**src/rtl/alu_issue_sequencer.sv**
```systemverilog
// alu_issue_sequencer: shares one 64-bit RV64I/M ALU between NUM_REQ requesters.
// Round-robin arbitration in IDLE picks one request. Its op, operands, tag and
// requester id are captured and held on the ALU inputs for the op's latency
// class (simple = 1, mul = MUL_LAT, div = DIV_LAT cycles). The ALU result is then
// returned over a valid/ready port. At most one op is in flight.
//
// Ports:
//   clk_i, reset_i (sync, active high), flush_i (squash in-flight op)
//   req_valid_i / req_ready_o            per-requester handshake
//   req_op_i, req_usign_i, req_lat_class_i, req_src_a_i, req_src_b_i, req_tag_i
//                                        packed per-requester op fields
//   alu_op_o, alu_usign_o, alu_src_a_o, alu_src_b_o   held ALU inputs
//   alu_result_i, alu_take_branch_i                   ALU outputs
//   out_valid_o / out_ready_i, out_result_o, out_take_branch_o, out_tag_o,
//   out_req_id_o                                      completion port
//
// Optional build macro ALU_SEQ_PERF_EN adds perf_busy_cycles_o, perf_grants_o
// and perf_stall_cycles_o (32-bit wrapping counters, cleared only by reset).
module alu_issue_sequencer #(
  parameter int unsigned NUM_REQ = 2,
  parameter int unsigned OP_W    = 6,
  parameter int unsigned TAG_W   = 6,
  parameter int unsigned MUL_LAT = 3,
  parameter int unsigned DIV_LAT = 8,
  localparam int unsigned IdW    = (NUM_REQ > 1) ? $clog2(NUM_REQ) : 1
) (
  input  logic                     clk_i,
  input  logic                     reset_i,
  input  logic                     flush_i,
  input  logic [NUM_REQ-1:0]       req_valid_i,
  output logic [NUM_REQ-1:0]       req_ready_o,
  input  logic [NUM_REQ*OP_W-1:0]  req_op_i,
  input  logic [NUM_REQ-1:0]       req_usign_i,
  input  logic [NUM_REQ*2-1:0]     req_lat_class_i,
  input  logic [NUM_REQ*64-1:0]    req_src_a_i,
  input  logic [NUM_REQ*64-1:0]    req_src_b_i,
  input  logic [NUM_REQ*TAG_W-1:0] req_tag_i,
  output logic [OP_W-1:0]          alu_op_o,
  output logic                     alu_usign_o,
  output logic [63:0]              alu_src_a_o,
  output logic [63:0]              alu_src_b_o,
  input  logic [63:0]              alu_result_i,
  input  logic                     alu_take_branch_i,
  output logic                     out_valid_o,
  input  logic                     out_ready_i,
  output logic [63:0]              out_result_o,
  output logic                     out_take_branch_o,
  output logic [TAG_W-1:0]         out_tag_o,
  output logic [IdW-1:0]           out_req_id_o
`ifdef ALU_SEQ_PERF_EN
  ,
  output logic [31:0]              perf_busy_cycles_o,
  output logic [31:0]              perf_grants_o,
  output logic [31:0]              perf_stall_cycles_o
`endif
);

  typedef enum logic [1:0] {StIdle, StBusy, StDone} state_e;

  // Counter preload is lat-1 so the result is latched on the lat-th BUSY cycle.
  localparam logic [7:0] MulCnt = 8'(MUL_LAT - 1);
  localparam logic [7:0] DivCnt = 8'(DIV_LAT - 1);

  state_e               state_q, state_d;
  logic [IdW-1:0]       rr_ptr_q, rr_ptr_d;
  logic [7:0]           cnt_q, cnt_d;
  logic [OP_W-1:0]      op_q, op_d;
  logic                 usign_q, usign_d;
  logic [63:0]          src_a_q, src_a_d;
  logic [63:0]          src_b_q, src_b_d;
  logic [TAG_W-1:0]     tag_q, tag_d;
  logic [IdW-1:0]       id_q, id_d;
  logic                 out_valid_q, out_valid_d;
  logic [63:0]          out_result_q, out_result_d;
  logic                 out_take_branch_q, out_take_branch_d;

  logic                 grant_valid;
  logic [IdW-1:0]       grant_idx;
  logic                 accept;
  int unsigned          idx;

  // Unpack the flat request buses so the granted entry can be picked by index.
  logic [OP_W-1:0]      op_arr    [NUM_REQ];
  logic [1:0]           cls_arr   [NUM_REQ];
  logic [63:0]          src_a_arr [NUM_REQ];
  logic [63:0]          src_b_arr [NUM_REQ];
  logic [TAG_W-1:0]     tag_arr   [NUM_REQ];

  for (genvar g = 0; g < NUM_REQ; g++) begin : g_unpack
    assign op_arr[g]    = req_op_i[g*OP_W +: OP_W];
    assign cls_arr[g]   = req_lat_class_i[g*2 +: 2];
    assign src_a_arr[g] = req_src_a_i[g*64 +: 64];
    assign src_b_arr[g] = req_src_b_i[g*64 +: 64];
    assign tag_arr[g]   = req_tag_i[g*TAG_W +: TAG_W];
  end

  // First valid requester at or after rr_ptr, with wrap.
  always_comb begin
    grant_valid = 1'b0;
    grant_idx   = '0;
    idx         = 0;
    for (int unsigned k = 0; k < NUM_REQ; k++) begin
      idx = 32'(rr_ptr_q) + k;
      if (idx >= NUM_REQ) idx = idx - NUM_REQ;
      if (!grant_valid && req_valid_i[IdW'(idx)]) begin
        grant_valid = 1'b1;
        grant_idx   = IdW'(idx);
      end
    end
  end

  assign accept = (state_q == StIdle) && grant_valid && !flush_i && !reset_i;

  always_comb begin
    req_ready_o = '0;
    if (accept) req_ready_o[grant_idx] = 1'b1;
  end

  always_comb begin
    state_d           = state_q;
    rr_ptr_d          = rr_ptr_q;
    cnt_d             = cnt_q;
    op_d              = op_q;
    usign_d           = usign_q;
    src_a_d           = src_a_q;
    src_b_d           = src_b_q;
    tag_d             = tag_q;
    id_d              = id_q;
    out_valid_d       = out_valid_q;
    out_result_d      = out_result_q;
    out_take_branch_d = out_take_branch_q;

    unique case (state_q)
      StIdle: begin
        if (accept) begin
          op_d    = op_arr[grant_idx];
          usign_d = req_usign_i[grant_idx];
          src_a_d = src_a_arr[grant_idx];
          src_b_d = src_b_arr[grant_idx];
          tag_d   = tag_arr[grant_idx];
          id_d    = grant_idx;
          case (cls_arr[grant_idx])
            2'd1:    cnt_d = MulCnt;
            2'd2:    cnt_d = DivCnt;
            default: cnt_d = '0;
          endcase
          rr_ptr_d = (grant_idx == IdW'(NUM_REQ - 1)) ? '0 : grant_idx + 1'b1;
          state_d  = StBusy;
        end
      end
      StBusy: begin
        if (cnt_q != '0) begin
          cnt_d = cnt_q - 8'd1;
        end else begin
          out_result_d      = alu_result_i;
          out_take_branch_d = alu_take_branch_i;
          out_valid_d       = 1'b1;
          state_d           = StDone;
        end
      end
      StDone: begin
        if (out_ready_i) begin
          out_valid_d = 1'b0;
          state_d     = StIdle;
        end
      end
      default: state_d = StIdle;
    endcase

    // Flush wins over everything; a same-cycle output handshake still counts
    // as consumed because out_valid drops either way.
    if (flush_i) begin
      state_d     = StIdle;
      out_valid_d = 1'b0;
      cnt_d       = '0;
    end
  end

  always_ff @(posedge clk_i) begin
    if (reset_i) begin
      state_q           <= StIdle;
      rr_ptr_q          <= '0;
      cnt_q             <= '0;
      op_q              <= '0;
      usign_q           <= 1'b0;
      src_a_q           <= '0;
      src_b_q           <= '0;
      tag_q             <= '0;
      id_q              <= '0;
      out_valid_q       <= 1'b0;
      out_result_q      <= '0;
      out_take_branch_q <= 1'b0;
    end else begin
      state_q           <= state_d;
      rr_ptr_q          <= rr_ptr_d;
      cnt_q             <= cnt_d;
      op_q              <= op_d;
      usign_q           <= usign_d;
      src_a_q           <= src_a_d;
      src_b_q           <= src_b_d;
      tag_q             <= tag_d;
      id_q              <= id_d;
      out_valid_q       <= out_valid_d;
      out_result_q      <= out_result_d;
      out_take_branch_q <= out_take_branch_d;
    end
  end

  assign alu_op_o          = op_q;
  assign alu_usign_o       = usign_q;
  assign alu_src_a_o       = src_a_q;
  assign alu_src_b_o       = src_b_q;
  assign out_valid_o       = out_valid_q;
  assign out_result_o      = out_result_q;
  assign out_take_branch_o = out_take_branch_q;
  assign out_tag_o         = tag_q;
  assign out_req_id_o      = id_q;

`ifdef ALU_SEQ_PERF_EN
  logic [31:0] perf_busy_q, perf_grants_q, perf_stall_q;

  // Deliberately not cleared by flush.
  always_ff @(posedge clk_i) begin
    if (reset_i) begin
      perf_busy_q   <= '0;
      perf_grants_q <= '0;
      perf_stall_q  <= '0;
    end else begin
      if (state_q != StIdle)                 perf_busy_q   <= perf_busy_q + 32'd1;
      if (accept)                            perf_grants_q <= perf_grants_q + 32'd1;
      if (state_q == StDone && !out_ready_i) perf_stall_q  <= perf_stall_q + 32'd1;
    end
  end

  assign perf_busy_cycles_o  = perf_busy_q;
  assign perf_grants_o       = perf_grants_q;
  assign perf_stall_cycles_o = perf_stall_q;
`endif

endmodule

```
**config.mk**
```make
export PLATFORM = sky130hd
export DESIGN_NAME = alu_issue_sequencer
export DESIGN_NICKNAME = d
export VERILOG_FILES = /design/src/rtl/alu_issue_sequencer.sv
export SDC_FILE = /design/constraint.sdc
export NUM_CORES = 1
export LEC_CHECK = 0
export BUFFER_PORTS_ARGS = -buffer_cell sky130_fd_sc_hd__buf_2
export CORE_AREA = 2 2 223 225
export DETAILED_ROUTE_END_ITERATION = 6
export DIE_AREA = 0 0 225 227
export PLACE_DENSITY = 0.48
export SLEW_MARGIN = 40
export SYNTH_ARGS = -nofsm -noshare
export SYNTH_HDL_FRONTEND = slang
export SYNTH_SLANG_ARGS = --single-unit
export TNS_END_PERCENT = 1
```
**constraint.sdc**
```tcl
create_clock -name clk_i -period 1.98 [get_ports clk_i]
set_input_delay 0 -clock clk_i [delete_from_list [all_inputs] [get_ports clk_i]]
set_output_delay 0 -clock clk_i [all_outputs]
set_load 0.01 [all_outputs]
```
Word-level counts from Yosys, hierarchy flattened. Cells that the tools add are included.

Bits in registers: 219. Input port bits: 357.

$add $sub $neg: 5. $lt $le $gt $ge: 7. Equal/unequal tests: 8. Multiplexer cells: 42. Bitwise operators: 2. Reductions and logical operators: 18.

Operator list (number): 64-bit 2-to-1 mux (6); 6-bit 2-to-1 mux (6); 1-bit 2-to-1 mux (16); 8-bit 2-to-1 mux (2); 8-bit one-hot mux with 2 select lines (1); 2-bit 2-to-1 mux (7); 3-bit AND reduction (3); 2-bit inequality test (second input constant) (4); 8-bit nonzero test (1); 8-bit by 1-bit subtractor with 8-bit output (second input constant) (1); 1-bit by 2-bit less-than comparator with 1-bit output (second input constant) (3); 2-bit one-hot mux with 3 select lines (1); 3-bit one-hot mux with 2 select lines (1); 1-bit logical AND (5); 2-bit by 1-bit == test with 1-bit output (second input constant) (2); 2-bit == test (second input constant) (2); 2-bit greater-or-equal comparator (second input constant) (2); 2-bit AND reduction (2); 2-bit nonzero test (2); 1-bit logical NOT (3); 1-bit by 1-bit adder with 2-bit output (second input constant) (1); 1-bit by 2-bit greater-or-equal comparator with 1-bit output (second input constant) (1); 2-bit logical NOT (1); 1-bit NOT with 2-bit output (1); 7 further kinds (8).

Depth between registers and ports, before layout. Gate-level depths: netlist of run 1.

Depth in word-level cells: 16. Gate-level depth with buffers: 8. Gate-level depth less buffers: 7.

Worst setup path after synthesis of run 1. OpenSTA, ideal clock, no wires.

Path kind: register to register. From: register cnt_q[0]. To: register out_result_q[25] (netlist: out_result_o[25]). Library setup time: 0.132 ns. Arrival: 1.836 ns. Required time: 1.848 ns. Slack: 0.012 ns. Cell stages (with the launch flop): 9. Clock period less this slack: 1.968 ns. Cell sequence: dfxtp_1 > inv_1 > ha_1 > nor3b_1 > nand3_1 > clkbuf_1 > clkbuf_1 > nand2_1 > a21oi_1.

Longest elaborated chain between the ends: 3.

RTL lines: start: declaration (RTL line 66) `logic [7:0] cnt_q, cnt_d;`; start signal: assignment (RTL line 196) `cnt_q <= cnt_d;`; 8-bit nonzero test (RTL line 152) `if (cnt_q != '0) begin`; 1-bit NOT (no source line); 2-bit AND reduction (no source line); end signal: assignment (RTL line 204) `out_result_q <= out_result_d;`; end: declaration (RTL line 74) `logic [63:0] out_result_q, out_result_d;`.

No other way between the ends. A chain may end at the register's enable or synchronous reset.

Worst setup path in the final report of run 1.
From: register state_q[0]. To: output port req_ready_o[0].

Longest elaborated chain between the ends: 5.

RTL lines: start: declaration (RTL line 64) `state_e state_q, state_d;`; start signal: assignment (RTL line 181) `state_q <= StIdle;`; start signal: assignment (RTL line 194) `state_q <= state_d;`; 2-bit logical NOT (RTL line 112) `assign accept = (state_q == StIdle) && grant_valid && !flush_i && !reset_i;`; 1-bit logical AND (3 in a row) (RTL line 112); 2-bit 2-to-1 mux (RTL line 116) `if (accept) req_ready_o[grant_idx] = 1'b1;`; end: declaration (RTL line 31) `output logic [NUM_REQ-1:0] req_ready_o,`.

No other way between the ends.

==> results.sh, run 1 <==
export IMPL_status="finished, violations left"
export IMPL_violations="design-rule violations, negative setup slack"
export IMPL_ir_drop_mv=0.502
export IMPL_grt_usage_pct=14.8
export IMPL_critPathArrivalTime_ns=2.02
export IMPL_hold_violations=0
export IMPL_ys_ff_latch=219
export IMPL_first_iter_violations=987
export IMPL_grt_pass1_vias=11000
export IMPL_hpwl_mm=25.9
export IMPL_tightest_slew_ns=0.811
export IMPL_preCtsSetupSlack_ns=-0.0212
export IMPL_syn_avg_cell_area_sq_um=9.36
export IMPL_hold_start="reset_i"
export IMPL_register_area_sq_um=4390
export IMPL_final_common_cell="buf_2"
export IMPL_wirelength_mm=41.9
export IMPL_die_x_um=225
export IMPL_grt_pass1_wl_mm=59.7
export IMPL_cp_required_ns=1.98
export IMPL_antenna_found_initial=3
export IMPL_clk_pin_slew_ns=0.06
export IMPL_drc=24
export IMPL_finish_utilization_pct=33.9
export IMPL_synth_area_sq_um=7970
export IMPL_r2r_start="state_q[0]"
export IMPL_dr_pass1_iters=7
export IMPL_synthTopCellsByArea="dfxtp_1 (55%), a222oi_1 (18%), nor2_1 (7.4%), nand2_1 (6.4%), a21oi_1 (4.4%)"
export IMPL_min_path_type="in -> reg"
export IMPL_fin_crit_sh_pct=102
export IMPL_vias_per_cell=4.51
export IMPL_path_delay_family="simple AND/OR/NAND/NOR gates"
export IMPL_crit_type="reg -> out"
export IMPL_syn_to_final_growth_pct=107
export IMPL_mostFrequentLayoutCells="buf_2 (563), dlygate4sd3_1 (357), dfxtp_1 (217)"
export IMPL_initial_core_util_pct=16.4
export IMPL_ys_warnings_count=0
export IMPL_finalWorstSetupSlack_ns=-0.0360
export IMPL_max_freq_ghz=0.496
export IMPL_cts_root_buf="clkbuf_16"
export IMPL_worst_path_max_delay_cell="or4_4"
export IMPL_cts_tree="done"
export IMPL_numCtsBuffers=26
export IMPL_wire_per_inst_um=17.3
export IMPL_drv_slew=0
export IMPL_clockBufferDepth=3
export IMPL_power_density_nw_per_um2=693
export IMPL_end_kind="output port"
export IMPL_max_stage_delay_ns=0.53
export IMPL_leakagePower_nw=7.51
export IMPL_finalCriticalPeriod_ns=2.02
export IMPL_drive_gt1_share_pct=38.4
export IMPL_final_net_count=2144
export IMPL_core_area_sq_um=48500
export IMPL_via_count=10900
export IMPL_fin_worst_skew_ns=0.0168
export IMPL_grt_overflow_total=0
export IMPL_grt_max_degree=78
export IMPL_cp_max_fo=9
export IMPL_cp_num_buf_inv=3
export IMPL_die_area_sq_um=51100
export IMPL_clock_latency_ns=0.54
export IMPL_rows=81
export IMPL_synthCells=851
export IMPL_drtAntennaViolNets=0
export IMPL_gp_congestion=0.871
export IMPL_synth_nets=1211
export IMPL_rsz0062_at_grt="true"
export IMPL_htree_num_levels=1
export IMPL_port_buffers=566
export IMPL_cap_violations=0
export IMPL_slew_headroom_pct=45.9
export IMPL_ys_types=39
export IMPL_fillCellCount=4888
export IMPL_seq_area_frac_synth_pct=55.0
export IMPL_setup_violations=2
export IMPL_die_h_um=227
export IMPL_ioPinCount=567
export IMPL_crit_path_start="state_q[0]"
export IMPL_synth_largest_area_cell="dfxtp_1"
export IMPL_path_cells="or4_4 -> a211oi_4 -> buf_12 -> buf_8 -> buf_6"
export IMPL_setup_worst_path_start_class="flop"
export IMPL_synth_top_area_share_pct=55.0
export IMPL_multiInputGateArea_sq_um=3300
export IMPL_clock_sinks=219
-- final timing paths --
kind                                         end  slack, ns  cells after the start
worst max-delay path              req_ready_o[0]      -0.04                      5
worst min-delay path                  state_q[0]       0.06                      5
worst max register to register       alu_op_o[3]      -0.01                      7
worst min register to register  out_result_o[31]       0.45                      2
-- stage by stage --
step                      total power [mW]  area, sq um  hold slack (ns)  std cells  setup TNS, ns
after floorplan                       5.31         7970            0.136        851              0
after global placement                6.06        11700            0.237       2007              0
after detailed placement              6.07        11700            0.245       2007        -0.0369
after CTS                             11.5        16300           0.0184       2420        -0.0383
after global routing                  11.9        16500           0.0846       2427          -4.61
final                                 11.4        16500           0.0637       2427        -0.0433
-- timing repair --
action,4_1_cts,5_1_grt
hold endpoints to repair,218,0
hold buffers,358,0
cloned,3,3
resized for setup,10,15
pin swaps,5,72
setup endpoints to repair,38,159
setup buffers,5,2
-- final cells by class --
cell class                 instances  share of cell area, %
inverter                           3                 0.0684
tap                              622                   4.73
clock inverter                    11                  0.539
antenna                            2                 0.0304
clock buffer                      36                   4.61
timing repair buffer             987                   43.3
sequential                       219                   26.6
multi-input combinational        547                   20.1
-- where the power goes --
group | switching [mW] | internal (mW)
sequential | 0.104 | 4.58
combinational | 0.836 | 1.14
clock | 1.95 | 2.80
-- kinds of logic after synthesis --
logic type               synth area share [%]
AND/OR/NAND/NOR                          15.3
flip-flops                               55.0
XOR/XNOR                                0.440
buffers and inverters                    4.70
multiplexers                            0.393
adder cells (fa/ha/maj)                 0.471
AO/OA/AOI/OAI                            23.7
-- tightest hold or removal path: stages --
cell and delay, ns:
buf_6 0.10, or4_4 0.14, nor2_1 0.06, nor2_1 0.20
nor2_1 0.06
-- state kept, by name (all words and copies together), names as in the netlist, 2 cells and up --
signal and count:
cnt_q 8, state_q 2, alu_src_b_o 64, alu_src_a_o 64, out_tag_o 6, out_result_o 64, alu_op_o 6
-- Yosys cell counts --
| cell | instances |
|---|---|
| a2111o_1 | 1 |
| a2111oi_0 | 1 |
| a211oi_1 | 3 |
| a211oi_2 | 1 |
| a21oi_1 | 70 |
| a222oi_1 | 141 |
| a311o_1 | 1 |
| and3_1 | 1 |
| buf_2 | 14 |
| buf_4 | 8 |
| clkbuf_1 | 62 |
| dfxtp_1 | 219 |
| ha_1 | 3 |
| inv_1 | 3 |
| mux2_2 | 1 |
| mux2i_1 | 2 |
| nand2_1 | 135 |
| nand2b_1 | 2 |
| nand3_1 | 2 |
| nand3b_1 | 1 |
| nor2_1 | 157 |
| nor2b_1 | 1 |
| nor3_1 | 1 |
| nor3b_1 | 1 |
| nor4_1 | 1 |
| nor4_2 | 1 |
| o211a_1 | 1 |
| o21a_1 | 1 |
| o21ai_0 | 1 |
| o21ai_1 | 1 |
| o221ai_1 | 1 |
| o31ai_1 | 1 |
| o41ai_1 | 2 |
| or2_2 | 1 |
| or3_1 | 1 |
| or3b_2 | 2 |
| or4_1 | 1 |
| or4b_2 | 1 |
| xnor2_1 | 4 |
-- layer usage --
| metal | vias to the layer above | global-route usage [%] | part of all wire [%] |
|---|---|---|---|
| li1 | 5082 | - | - |
| met1 | 5132 | 16.5 | 37 |
| met2 | 615 | 27.1 | 51 |
| met3 | 111 | 3.32 | 8.5 |
| met4 | 2 | 6.58 | 3.5 |
| met5 | - | 0 | 0.026 |
(Power assumes the default switching activity.)
==> run 2: changes to the inputs <==
--- a/config.mk
+++ b/config.mk
@@ -6,10 +6,12 @@
 export NUM_CORES = 1
 export LEC_CHECK = 0
 export BUFFER_PORTS_ARGS = -buffer_cell sky130_fd_sc_hd__buf_2
+export CELL_PAD_IN_SITES_DETAIL_PLACEMENT = 1
+export CELL_PAD_IN_SITES_GLOBAL_PLACEMENT = 1
 export CORE_AREA = 2 2 223 225
 export DETAILED_ROUTE_END_ITERATION = 6
 export DIE_AREA = 0 0 225 227
-export PLACE_DENSITY = 0.48
+export PLACE_DENSITY = 0.61
 export SLEW_MARGIN = 40
 export SYNTH_ARGS = -nofsm -noshare
 export SYNTH_HDL_FRONTEND = slang
==> constraint.sdc (replaced) <==
create_clock -name clk_i -period 1.98 [get_ports clk_i]
set_input_delay 0.297 -clock clk_i [delete_from_list [all_inputs] [get_ports clk_i]]
set_output_delay 0.297 -clock clk_i [all_outputs]
set_load 0.01 [all_outputs]
==> results.sh, run 2 (synthesis results as in run 1) <==
export IMPL_end_kind="output port"
export IMPL_clk_pin_slew_ns=0.06
export IMPL_numCtsBuffers=27
export IMPL_setup_worst_path_start_class="flop"
export IMPL_ioPinCount=567
export IMPL_fin_crit_sh_pct=108
export IMPL_die_area_sq_um=51100
export IMPL_grt_max_degree=108
export IMPL_cp_common_cell="buf_6"
export IMPL_clock_latency_ns=0.54
export IMPL_final_common_cell="buf_2"
export IMPL_drive_gt1_share_pct=39.5
export IMPL_rrSetupSlack_ns=-0.04
export IMPL_core_area_sq_um=48500
export IMPL_grt_overflow_total=0
export IMPL_cp_max_fo=2
export IMPL_path_cells="or4_4 -> a211oi_4 -> buf_6 -> buf_6"
export IMPL_max_stage_delay_ns=0.53
export IMPL_syn_to_final_growth_pct=92.0
export IMPL_first_iter_violations=808
export IMPL_rsz0062_at_grt="true"
export IMPL_htree_num_levels=1
export IMPL_die_h_um=227
export IMPL_min_path_type="in -> reg"
export IMPL_finalWorstSetupSlack_ns=-0.160
export IMPL_clockBufferDepth=3
export IMPL_worst_path_max_delay_cell="or4_4"
export IMPL_cap_violations=0
export IMPL_rows=81
export IMPL_r2r_cells=8
export IMPL_critPathArrivalTime_ns=1.84
export IMPL_drv_slew=0
export IMPL_grt_usage_pct=15.5
export IMPL_mostFrequentLayoutCells="buf_2 (563), dlygate4sd3_1 (264), dfxtp_1 (217)"
export IMPL_via_count=10500
export IMPL_grt_pass1_wl_mm=62.9
export IMPL_final_net_count=2029
export IMPL_cts_root_buf="clkbuf_16"
export IMPL_initial_core_util_pct=16.4
export IMPL_fin_cells=2315
export IMPL_grt_pass1_vias=11400
export IMPL_hold_depth=3
export IMPL_violations="design-rule violations, negative setup slack"
export IMPL_cp_required_ns=1.68
export IMPL_r2r_end="alu_src_a_o[11]"
export IMPL_drc=10
export IMPL_leakagePower_nw=6.99
export IMPL_setup_tns_ns=-0.403
export IMPL_dr_pass1_iters=7
export IMPL_crit_path_start="state_q[0]"
export IMPL_drtAntennaViolNets=0
export IMPL_crit_type="reg -> out"
export IMPL_status="finished, violations left"
export IMPL_die_x_um=225
export IMPL_r2r_start="state_q[1]"
export IMPL_crit_end="req_ready_o[0]"
export IMPL_hpwl_mm=28.2
export IMPL_vias_per_cell=4.54
export IMPL_ir_drop_mv=0.412
export IMPL_wirelength_mm=42.8
export IMPL_hold_start="req_src_a_i[72]"
export IMPL_finalCriticalPeriod_ns=2.14
export IMPL_gp_congestion=0.848
export IMPL_setup_violations=13
export IMPL_wire_per_inst_um=18.5
export IMPL_fin_worst_skew_ns=0.00734
export IMPL_clock_sinks=219
export IMPL_port_buffers=566
export IMPL_tightest_slew_ns=0.794
export IMPL_post_place_cells=1994
export IMPL_power_density_nw_per_um2=747
export IMPL_hold_violations=0
export IMPL_cts_tree="done"
export IMPL_max_freq_ghz=0.467
export IMPL_antenna_found_initial=7
export IMPL_slew_headroom_pct=47.1
run 2: cell count changes in the layout (fill, tap and decap cells not counted), sizes merged, moves of 2 or more:
cell / change
clkinv: -2
diode: +6
bufinv: +2
buf: -17
dlygate4sd3: -93
clkbuf: -3
run 2: cell type report:
type / count / area, sq um
Fill cell: 5751 / 33200
Timing Repair Buffer: 873 / 5960
Sequential cell: 219 / 4390
Multi-Input combinational cell: 545 / 3270
Tap cell: 622 / 778
Clock buffer: 36 / 749
Clock inverter: 9 / 123
Antenna cell: 8 / 20.0
Inverter: 3 / 11.3
run 2: how the worst min path moves through the flow:
stage | to | slack (ns)
6_report | alu_src_a_o[8] | 0.02
4_1_cts | alu_src_a_o[19] | 0.00007
5_1_grt | alu_src_a_o[25] | 0.02
2_1_floorplan | out_result_o[0] | 0.43
3_3_place_gp | out_result_o[61] | 0.44
3_5_place_dp | out_result_o[12] | 0.45
run 2: layer usage:
metal / vias to the layer above / track usage, % / part of all wire (%)
li1: 4832 / - / -
met1: 5099 / 16.8 / 38
met2: 487 / 28.5 / 51
met3: 96 / 4.12 / 7.4
met4: 6 / 6.73 / 3.4
met5: - / 0 / 0.096
run 2: worst max-delay path, delay by kind of cell (launching register included):
family,cells,cell delay [ns]
buffers and inverters,2,0.23
AO/OA/AOI/OAI,1,0.22
AND/OR/NAND/NOR,1,0.53
flip-flops,1,0.32
run 2: power breakdown:
| group | internal [mW] | switching [mW] |
|---|---|---|
| logic | 0.978 | 0.802 |
| registers | 4.58 | 0.101 |
| clock network | 3.01 | 1.96 |
| total | 8.57 | 2.86 |
run 2: timing repair:
action                     CTS  global route
pin swaps                    3            54
setup endpoints to repair    2            88
resized for setup           10             6
hold endpoints to repair   183             0
hold buffers               264             0
buffers inserted             4             0
run 2: stage by stage:
step | util, % | cell area, sq um | hold WS (ns) | worst slack, ns | power, mW
finish | 31.5 | 15300 | 0.0166 | -0.160 | 11.4
global route | 31.5 | 15300 | 0.0157 | -0.217 | 11.9
CTS | 31.4 | 15300 | 0.0000690 | -0.198 | 11.6
detailed placement | 24.0 | 11700 | 0.445 | -0.0422 | 6.08
global placement | 24.0 | 11700 | 0.439 | -0.0225 | 6.05
floorplan | - | 7970 | 0.433 | 0.0123 | 5.31
==> run 3: changes to the inputs <==
--- a/config.mk
+++ b/config.mk
@@ -8,10 +8,10 @@
 export BUFFER_PORTS_ARGS = -buffer_cell sky130_fd_sc_hd__buf_2
 export CELL_PAD_IN_SITES_DETAIL_PLACEMENT = 1
 export CELL_PAD_IN_SITES_GLOBAL_PLACEMENT = 1
-export CORE_AREA = 2 2 223 225
+export CORE_AREA = 5 5 220 222
 export DETAILED_ROUTE_END_ITERATION = 6
 export DIE_AREA = 0 0 225 227
-export PLACE_DENSITY = 0.61
+export PLACE_DENSITY = 0.63
 export SLEW_MARGIN = 40
 export SYNTH_ARGS = -nofsm -noshare
 export SYNTH_HDL_FRONTEND = slang
==> results.sh, run 3 (synthesis results as in run 1) <==
export IMPL_clock_sinks=219
export IMPL_fillCellCount=5409
export IMPL_grt_overflow_total=0
export IMPL_finalCriticalPeriod_ns=2.23
export IMPL_drive_gt1_share_pct=39.8
export IMPL_port_buffers=566
export IMPL_power_density_nw_per_um2=725
export IMPL_cts_root_buf="clkbuf_16"
export IMPL_die_x_um=225
export IMPL_drv_slew=0
export IMPL_power_mw=11.5
export IMPL_clock_latency_ns=0.55
export IMPL_tightest_slew_ns=0.812
export IMPL_end_kind="flop"
export IMPL_final_common_cell="buf_2"
export IMPL_max_freq_ghz=0.448
export IMPL_setup_violations=126
export IMPL_syn_to_final_growth_pct=99.4
export IMPL_fin_worst_skew_ns=0.0106
export IMPL_crit_path_start="state_q[0]"
export IMPL_hold_violations=0
export IMPL_grt_pass1_vias=12500
export IMPL_hold_ws_ns=0.0210
export IMPL_cap_violations=0
export IMPL_slew_headroom_pct=45.9
export IMPL_min_path_type="in -> reg"
export IMPL_hpwl_mm=30.7
export IMPL_wire_per_inst_um=21.1
export IMPL_worst_path_max_delay_cell="or4_4"
export IMPL_wirelength_mm=49.9
export IMPL_cp_max_fo=23
export IMPL_cp_required_ns=2.43
export IMPL_initial_core_util_pct=17.3
export IMPL_r2r_end="alu_src_b_o[10]"
export IMPL_max_stage_delay_ns=0.53
export IMPL_cts_tree="done"
export IMPL_grt_max_degree=119
export IMPL_fin_crit_sh_pct=113
export IMPL_multiInputGateArea_sq_um=3270
export IMPL_clockBufferDepth=3
export IMPL_antenna_found_initial=9
export IMPL_finalWorstSetupSlack_ns=-0.250
export IMPL_gp_congestion=0.820
export IMPL_via_count=11200
export IMPL_r2r_start="state_q[0]"
export IMPL_final_net_count=2086
export IMPL_dr_pass1_iters=7
export IMPL_drtAntennaViolNets=0
export IMPL_first_iter_violations=911
export IMPL_crit_end="alu_src_b_o[10]"
export IMPL_die_h_um=227
export IMPL_status="finished, violations left"
export IMPL_register_area_sq_um=4390
export IMPL_core_area_sq_um=46200
export IMPL_rows=79
export IMPL_crit_type="reg -> reg"
export IMPL_rrSetupSlack_ns=-0.25
export IMPL_r2r_cells=7
export IMPL_drc=0
export IMPL_grt_pass1_wl_mm=73.0
export IMPL_leakagePower_nw=7.31
export IMPL_rsz0062_at_grt="true"
export IMPL_htree_num_levels=1
export IMPL_mostFrequentLayoutCells="buf_2 (564), dlygate4sd3_1 (297), dfxtp_1 (217)"
export IMPL_violations="negative setup slack"
export IMPL_ir_drop_mv=0.482
export IMPL_path_cells="or4_4 -> a211oi_4 -> buf_12 -> buf_6 -> buf_16 -> a222oi_1 -> nor2_1"
export IMPL_vias_per_cell=4.72
export IMPL_grt_usage_pct=18.0
export IMPL_ioPinCount=567
export IMPL_critPathArrivalTime_ns=2.68
export IMPL_setup_worst_path_start_class="flop"
export IMPL_clk_pin_slew_ns=0.06
export IMPL_numCtsBuffers=27
export IMPL_die_area_sq_um=51100
-- run 3: cell types whose count changed in the layout (fill, tap and decap cells not counted), sizes merged --
cell	before	now
clkinv	5	10
bufinv	3	1
inv	3	4
dlygate4sd3	264	297
clkbuf	36	38
diode	8	14
bufbuf	0	2
buf	609	630
-- run 3: routing by layer --
| metal | track usage (%) | wire [um] | share of wire [%] |
|---|---|---|---|
| met5 | 0 | 0 | 0 |
| met4 | 9.49 | 2650 | 5.3 |
| met3 | 4.73 | 4020 | 8.1 |
| met2 | 33.5 | 25900 | 52 |
| met1 | 18.6 | 17300 | 35 |
-- run 3: metrics by stage --
step | instance area (sq um) | std cells | setup WS (ns) | utilization, % | setup TNS, ns
final | 15900 | 2368 | -0.250 | 34.4 | -9.11
after global routing | 15900 | 2363 | -0.323 | 34.4 | -23.14
after CTS | 15800 | 2353 | -0.280 | 34.2 | -19.24
after detailed placement | 11800 | 1999 | -0.191 | 25.6 | -10.97
after global placement | 11800 | 1999 | -0.114 | 25.6 | -4.76
after floorplan | 7970 | 851 | 0.0123 | - | 0
-- run 3: worst min-delay path by stage --
stage / from / endpoint / slack [ns] / cells after the start
floorplan: alu_result_i[0] / out_result_o[0] / 0.43 / 2
global placement: out_result_o[2] / out_result_o[2] / 0.44 / 2
detailed placement: out_result_o[56] / out_result_o[56] / 0.45 / 2
CTS: req_src_b_i[34] / alu_src_b_o[34] / 0.0001 / 3
global route: alu_result_i[4] / out_result_o[4] / 0.008 / 3
finish: req_src_b_i[23] / alu_src_b_o[23] / 0.02 / 3
-- run 3: layout make-up --
class | count | area share, %
sequential | 219 | 27.6
multi-input combinational | 545 | 20.6
inverter | 3 | 0.0709
antenna | 14 | 0.221
clock inverter | 13 | 0.606
timing repair buffer | 930 | 41.2
clock buffer | 37 | 4.93
tap | 607 | 4.78
-- run 3: where the power goes --
part / switching (mW) / internal (mW) / leakage (nW)
Sequential: 0.108 / 4.58 / 1.78
Clock: 2.01 / 2.89 / 0.445
Combinational: 0.883 / 1.05 / 5.08
-- run 3: critical path, delay by kind of cell, from the launching register on --
family | cells | cell delay, ns
AO/OA/AOI/OAI | 2 | 0.40
buffers and inverters | 3 | 0.61
AND/OR/NAND/NOR | 2 | 0.75
flip-flops | 1 | 0.34
-- run 3: timing repair --
action,CTS,global route
resized for setup,8,9
pin swaps,3,3
cloned,2,1
endpoints found under the setup margin,124,135
hold buffers,297,0
hold endpoints to repair,194,0
buffers inserted,5,0
